[src/rtl/stream_rr_arbiter.sv]
// Packet-level round-robin arbiter merging NUM_IN valid-ready streams into one.
// A grant is held from arbitration until the granted stream's last beat transfers;
// every packet costs one idle arbitration cycle ahead of its first beat.
module stream_rr_arbiter #(
    parameter int NUM_IN = 4,
    parameter int DATA_W = 32,
    parameter int ID_W   = $clog2(NUM_IN)
) (
    input  logic                     clk,
    input  logic                     nrst,
    input  logic                     en,
    input  logic                     sync_rst,
    input  logic [NUM_IN*DATA_W-1:0] in_data,
    input  logic [NUM_IN-1:0]        in_last,
    input  logic [NUM_IN-1:0]        in_valid,
    output logic [NUM_IN-1:0]        in_ready,
    output logic [DATA_W-1:0]        out_data,
    output logic                     out_last,
    output logic                     out_valid,
    input  logic                     out_ready,
    output logic [ID_W-1:0]          out_src,
    output logic [15:0]              status_pkt_cnt
);

    typedef enum logic {IDLE, LOCKED} state_t;

    // Reset value of last_grant makes stream 0 the first to be searched.
    localparam logic [ID_W-1:0] LAST_INIT = ID_W'(NUM_IN - 1);

    state_t            state, state_nxt;
    logic [ID_W-1:0]   grant, grant_nxt;
    logic [ID_W-1:0]   last_grant, last_grant_nxt;
    logic [15:0]       pkt_cnt, pkt_cnt_nxt;
    logic [ID_W-1:0]   pick, cand;
    logic              pick_found;
    logic              active, xfer;
    logic [DATA_W-1:0] data_arr [NUM_IN];

    for (genvar i = 0; i < NUM_IN; i++) begin : g_unpack
        assign data_arr[i] = in_data[i*DATA_W +: DATA_W];
    end

    // Payload, last flag and source always reflect the current grant.
    assign out_data       = data_arr[grant];
    assign out_last       = in_last[grant];
    assign out_src        = grant;
    assign status_pkt_cnt = pkt_cnt;

    assign active    = en && (state == LOCKED);
    assign out_valid = active && in_valid[grant];
    assign xfer      = out_valid && out_ready;

    // Only the granted stream ever sees ready, and only while locked and enabled.
    always_comb begin
        in_ready = '0;
        if (active) in_ready[grant] = out_ready;
    end

    // Round-robin search from last_grant+1, wrapping at NUM_IN. Scanning from the
    // farthest candidate down lets the nearest valid stream win the last write.
    always_comb begin
        pick       = '0;
        pick_found = 1'b0;
        cand       = '0;
        for (int k = NUM_IN; k >= 1; k--) begin
            cand = ID_W'((int'(last_grant) + k) % NUM_IN);
            if (in_valid[cand]) begin
                pick       = cand;
                pick_found = 1'b1;
            end
        end
    end

    // Next-state: arbitrate in IDLE, release the lock on a last-beat transfer.
    always_comb begin
        state_nxt      = state;
        grant_nxt      = grant;
        last_grant_nxt = last_grant;
        pkt_cnt_nxt    = pkt_cnt;
        if (en) begin
            case (state)
                IDLE: begin
                    if (pick_found) begin
                        grant_nxt = pick;
                        state_nxt = LOCKED;
                    end
                end
                LOCKED: begin
                    if (xfer && out_last) begin
                        last_grant_nxt = grant;
                        pkt_cnt_nxt    = pkt_cnt + 16'd1;
                        state_nxt      = IDLE;
                    end
                end
                default: state_nxt = IDLE;
            endcase
        end
    end

    // State registers; sync_rst abandons any packet in flight without counting it.
    always_ff @(posedge clk or negedge nrst) begin
        if (!nrst) begin
            state      <= IDLE;
            grant      <= '0;
            last_grant <= LAST_INIT;
            pkt_cnt    <= '0;
        end else if (sync_rst) begin
            state      <= IDLE;
            grant      <= '0;
            last_grant <= LAST_INIT;
            pkt_cnt    <= '0;
        end else begin
            state      <= state_nxt;
            grant      <= grant_nxt;
            last_grant <= last_grant_nxt;
            pkt_cnt    <= pkt_cnt_nxt;
        end
    end

endmodule

[config.mk]
export PLATFORM = sky130hd
export DESIGN_NAME = stream_rr_arbiter
export DESIGN_NICKNAME = d
export VERILOG_FILES = /design/src/rtl/stream_rr_arbiter.sv
export SDC_FILE = /design/constraint.sdc
export NUM_CORES = 1
export LEC_CHECK = 0
export CORE_UTILIZATION = 27
export DETAILED_ROUTE_END_ITERATION = 8
export GPL_ROUTABILITY_DRIVEN = 0
export PLACE_DENSITY_LB_ADDON = 0.15
export SYNTH_ARGS = -nofsm -noshare
export SYNTH_HDL_FRONTEND = slang
export SYNTH_SLANG_ARGS = --single-unit
export TNS_END_PERCENT = 30
[constraint.sdc]
create_clock -name clk -period 1.8 [get_ports clk]
set_input_delay 0.36 -clock clk [delete_from_list [all_inputs] [get_ports clk]]
set_output_delay 0.36 -clock clk [all_outputs]
set_load 0.01 [all_outputs]
Word-level counts from Yosys, hierarchy flattened
Cells that the tools add are included.
{ "op_classes": {"add_sub_neg": 5, "n_lt_le_gt_ge": 7, "n_eq_ne": 1, "muxes": 43, "bitwise_logic": 3, "n_reduce_logical": 11} }
{ "ops": {"columns": ["op", "count"], "rows": [
  ["binary-select mux 32 bit (select 2 bit)", 1],
  ["two-way mux 16 bit", 4],
  ["two-way mux 32 bit", 2],
  ["two-way mux 2 bit", 12],
  ["adder 16 x 1 -> 16 bit (second input constant)", 1],
  ["less-than comparator 2 x 3 -> 1 bit (second input constant)", 5],
  ["two-way mux 1 bit", 15],
  ["binary-select mux 1 bit (select 2 bit)", 6],
  ["nonzero test 2 bit", 4],
  ["AND reduction 3 bit", 2],
  ["logical AND 1 bit", 5],
  ["adder 2 x 1 -> 2 bit (second input constant)", 2],
  ["adder 2 bit (second input constant)", 2],
  ["AND 4 bit", 1],
  ["two-way mux 4 bit", 1],
  [">= comparator 3 bit (second input constant)", 1],
  ["NOT 2 -> 3 bit", 1],
  ["demux 1 bit (select 2 bit)", 1],
  [">= comparator 2 x 1 -> 1 bit (second input constant)", 1],
  ["inequality test 2 bit (second input constant)", 1],
  ["one-hot mux 1 bit (2 select lines)", 1],
  ["NOT 1 bit", 1]
]} }
{ "word_totals": {"ff_bits": 21, "in_bits": 141} }

Longest topological paths before layout
{ "depth": {"depth_word": 11, "ltp_mapped": 7} }

Worst setup path before layout
OpenSTA, ideal clock, no wires.
{ "synth_timing": {"path_kind": "reg-to-output", "startpoint": "register grant[0], in the netlist out_src[0]", "endpoint": "output out_data[10]", "arrival_ps": 1682, "path_slack_ps": -242, "stages_incl_launch_ff": 5, "path_buffers": 3, "path_cell_list": "dfrtp_1 > buf_4 > buf_2 > buf_2 > mux4_2"} }
{ "synth_between": {"elab_chain_len": 4} }
{ "synth_rtl": {"columns": ["element", "line_no", "text"], "rows": [
  ["from (decl)", "31", "logic [ID_W-1:0] grant, grant_nxt;"],
  ["from (signal assigned)", "114", "grant <= grant_nxt;"],
  ["NOT 2 -> 3 bit (implied by the code)", "44", "assign out_data = data_arr[grant];"],
  ["binary-select mux 32 bit (select 2 bit)", "44", null],
  ["two-way mux 32 bit (implied by the code) (2 in a row)", "44", null],
  ["to (decl)", "17", "output logic [DATA_W-1:0] out_data,"]
]} }
No other way between the ends. The select of a mux whose other input is x is not followed.

Worst setup path after layout
{ "layout_timing": {"startpoint": "register grant[0], in the netlist out_src[0]", "endpoint": "register pkt_cnt[7], in the netlist status_pkt_cnt[7]"} }
{ "layout_between": {"elab_chain_len": 7, "word_cells_on_any_way": 9, "classes_between": "4 x mux; 5 x reduce/logical"} }
{ "layout_rtl": {"columns": ["element", "line_no", "text"], "rows": [
  ["binary-select mux 1 bit (select 2 bit)", "50", "assign out_valid = active && in_valid[grant];"],
  ["two-way mux 1 bit (implied by the code)", "50", null],
  ["logical AND 1 bit", "50", null],
  ["logical AND 1 bit", "51", "assign xfer = out_valid && out_ready;"],
  ["logical AND 1 bit *", "89", "if (xfer && out_last) begin"],
  ["nonzero test 2 bit (no line) *", null, null],
  ["AND reduction 3 bit (no line) *", null, null],
  ["to (signal assigned)", "116", "pkt_cnt <= pkt_cnt_nxt;"],
  ["to (decl)", "33", "logic [15:0] pkt_cnt, pkt_cnt_nxt;"]
]} }
Every way passes the cells marked *; elsewhere a longest branch is shown, timed or not. The select of a mux whose other input is x is not followed.
A chain may end at the register's enable or synchronous reset.

==> results.cfg <==
[cts]
cts_buffer_depth = 2
cts_tree = yes
root_buffer = clkbuf_8
htree_levels = 1
cts_made_buffers = 3
clkTransAtPathRegs_ns = 0.08
numClockSinks = 21
insertion_delay_ns = 0.25
cts_hold_buffers = 0

[placement]
dp_slack_ns = -0.511
post-place-cells = 480
io_buffers = 196
dp_hpwl_mm = 8.18
placed_area_um2 = 4260

[layout]
multi_input_area_um2 = 1460
drive_above_1_share_pct = 34.7
post-route-cell-area_um2 = 4480
fin_cells = 497
fillers = 592
nets = 544
n_antenna_cell = 0
area_delta_synth_final_pct = 125
seq_area_um2 = 529

[pwr]
power.leakage_nw = 1.76
sw_frac_of_total_pct = 27.2
powerDensity_nw_per_um2 = 392
pwr-share-seq_pct = 27.7
p_comb_share_pct = 55.0
p_int_w = 0.00128
p_sw_w = 0.000479
peakVddDrop_mv = 0.400
p_clk_share_pct = 17.4

[routing]
drt_iter0_drc = 90
firstDrtPassIters = 4
wl_per_cell_um = 20.7
post_drt_via_cell_ratio = 5.21
dr_total_vias = 2591
wl_mm = 10.3
drc_errors = 0
ant_nets = 0

[synthesis]
ys.warnings.count = 0
yosysUniqueCellTypes = 39
seq_area_frac_synth_pct = 26.5
synth_seq_cells = 21
synth_ff_type = dfrtp_1
syn_nets = 314
synth_area_um2 = 1990
synth_edf_count = 0
avgSynthCellArea_um2 = 11.6
synthCells = 172
async_flop_share_pct = 100

[worst_setup_path]
crit_fanout = 6
reg2reg_from = out_src[0]$_DFFE_PN0P_
critPathRequiredTime_ns = 1.98
cp-start-kind = flip-flop
r2r_cells = 8
ff2ff_setup_slack_ns = -0.23
endpoint_kind = flip-flop
critPathKind = reg -> reg
reg2reg_to = status_pkt_cnt[7]$_DFFE_PN0P_
cp_data_arrival_time_ns = 2.21

[floorplanning]
die_x_um = 87.9
io_pins = 197
fp.dieArea_um2 = 7730
start_util_pct = 28.6
rows = 30
dieHeight_um = 87.9
design.core.area_um2 = 6980

[timing]
fin_crit_ns = 2.03
drv_slew = 0
finalHoldViolCount = 0
tightest_slew_ns = 0.322
rsz0062_at_grt = true
finalCritPeriodShare_pct = 113
fmax_mhz = 493
setup_viol = 55
slew_headroom_pct = 78.5
setup_slack_ns = -0.227
clock_skew_ns = 0.00200
whs_ns = 0.444

[worst_hold_path]
holdCritPathClass = in -> async

[outcome]
run_status = finished with violations
violations = negative setup slack

[grt]
grt_start_max_net_pins = 22
grt_pass1_wl_mm = 14.6
grt.total_usage_pct = 25.4
grt_overflow_total = 0
antenna_found_initial = 0
grt_pass1_vias = 2612

[run]
cap_viol_max_count = 0
metrics by stage:
stage,total power [W],util (%),setup TNS (ns)
floorplan,0.000803,-,-0.145
global placement,0.00139,61.0,-17.89
detailed placement,0.00140,61.0,-18.41
CTS,0.00176,63.8,-10.70
global route,0.00184,64.2,-11.71
finish,0.00176,64.2,-8.15
logic make-up (layout without fill, tap and decap cells):
group                      after synthesis  in the layout  synth area share [%]
AOI/OAI and AO/OA                       34             34                  10.8
buffers and inverters                   17            245                  4.08
xor gates and xnor gates                 3              3                  1.32
DFF                                     21             21                  26.5
and+or+nand+nor                         61             62                  17.8
muxes                                   35             35                  38.9
adders and majority gates                1              1                 0.627
per-layer routing:
layer / GRT usage (%) / wire length [um] / vias up
met3: 5.75 / 1010 / 12
met4: 5.66 / 165 / 0
li1: - / - / 1163
met2: 44.5 / 5330 / 121
met1: 31.7 / 3780 / 1295
met5: 0 / 0 / -
area by class of cell:
type	count	area share, %
Sequential cell	21	11.8
Tap cell	96	2.68
Multi-Input combinational cell	135	32.6
Timing Repair Buffer	239	51.8
Inverter	2	0.167
Clock buffer	4	1.00
repair_timing:
action	4_1_cts	5_1_grt
endpoints found under the setup margin	59	58
setup buffers	10	5
gates resized for setup	185	29
cloned	3	0
endpoints found under the hold margin	0	0
pin swaps	19	9
worst max-delay path by stage:
stage / start / endpoint / depth (start not counted)
after floorplan: out_src[0]$_DFFE_PN0P_ / status_pkt_cnt[13]$_DFFE_PN0P_ / 6
after detailed placement: in_valid[3] / out_valid / 4
after CTS: out_src[0]$_DFFE_PN0P_ / out_data[8] / 4
after global placement: in_valid[3] / out_valid / 4
after global routing: out_src[0]$_DFFE_PN0P_ / status_pkt_cnt[9]$_DFFE_PN0P_ / 7
final: out_src[0]$_DFFE_PN0P_ / status_pkt_cnt[7]$_DFFE_PN0P_ / 8
cells in the final DEF (no fill, tap or decap), types with 4 or more instances in the layout:
master	Yosys	routed
buf_6	1	33
buf_2	5	14
a21oi_1	14	11
or4_1	6	4
o21ai_0	6	6
dfrtp_1	19	18
nand4_1	4	4
mux4_2	34	34
nand3_1	6	6
and3_1	7	4
o31ai_1	5	5
clkdlybuf4s50_1	0	156
nor2_1	7	7
nand2_1	13	12
buf_4	1	30
cells in the mapped netlist (3+ instances only):
master | count | area share, %
clkbuf_1 | 7 | 1.3
nand2_1 | 13 | 2.4
o21ai_0 | 6 | 1.5
nor2_1 | 7 | 1.3
o31ai_1 | 5 | 1.9
nand4_1 | 4 | 1.3
buf_2 | 5 | 1.3
or3_1 | 4 | 1.3
or4_1 | 6 | 2.3
nand3_1 | 6 | 1.5
mux4_2 | 34 | 38
dfrtp_1 | 19 | 24
and3_1 | 7 | 2.2
and4_1 | 3 | 1.3
a21oi_1 | 14 | 3.5
nor2b_1 | 3 | 0.94
critical path, stage by stage, from the launching register on:
cell	delay (ns)
dfrtp_2	0.45
buf_6	0.15
buf_8	0.12
mux4_2	0.37
buf_6	0.14
nand3_4	0.11
buf_6	0.15
or3_1	0.33
a21oi_1	0.13
power by group through the flow:
stage | logic, W | registers (W) | clock network [W]
after floorplan | 0.000309 | 0.000494 | 0
after global placement | 0.000893 | 0.000500 | 0
after detailed placement | 0.000902 | 0.000500 | 0
after CTS | 0.000955 | 0.000488 | 0.000314
after global routing | 0.00101 | 0.000487 | 0.000338
final | 0.000967 | 0.000487 | 0.000305
state kept, by name, indices dropped and copies added, names as in the netlist:
signal	flops
status_pkt_cnt	16
state	1
last_grant	2
out_src	2
Power figures use the tool's default switching activity.
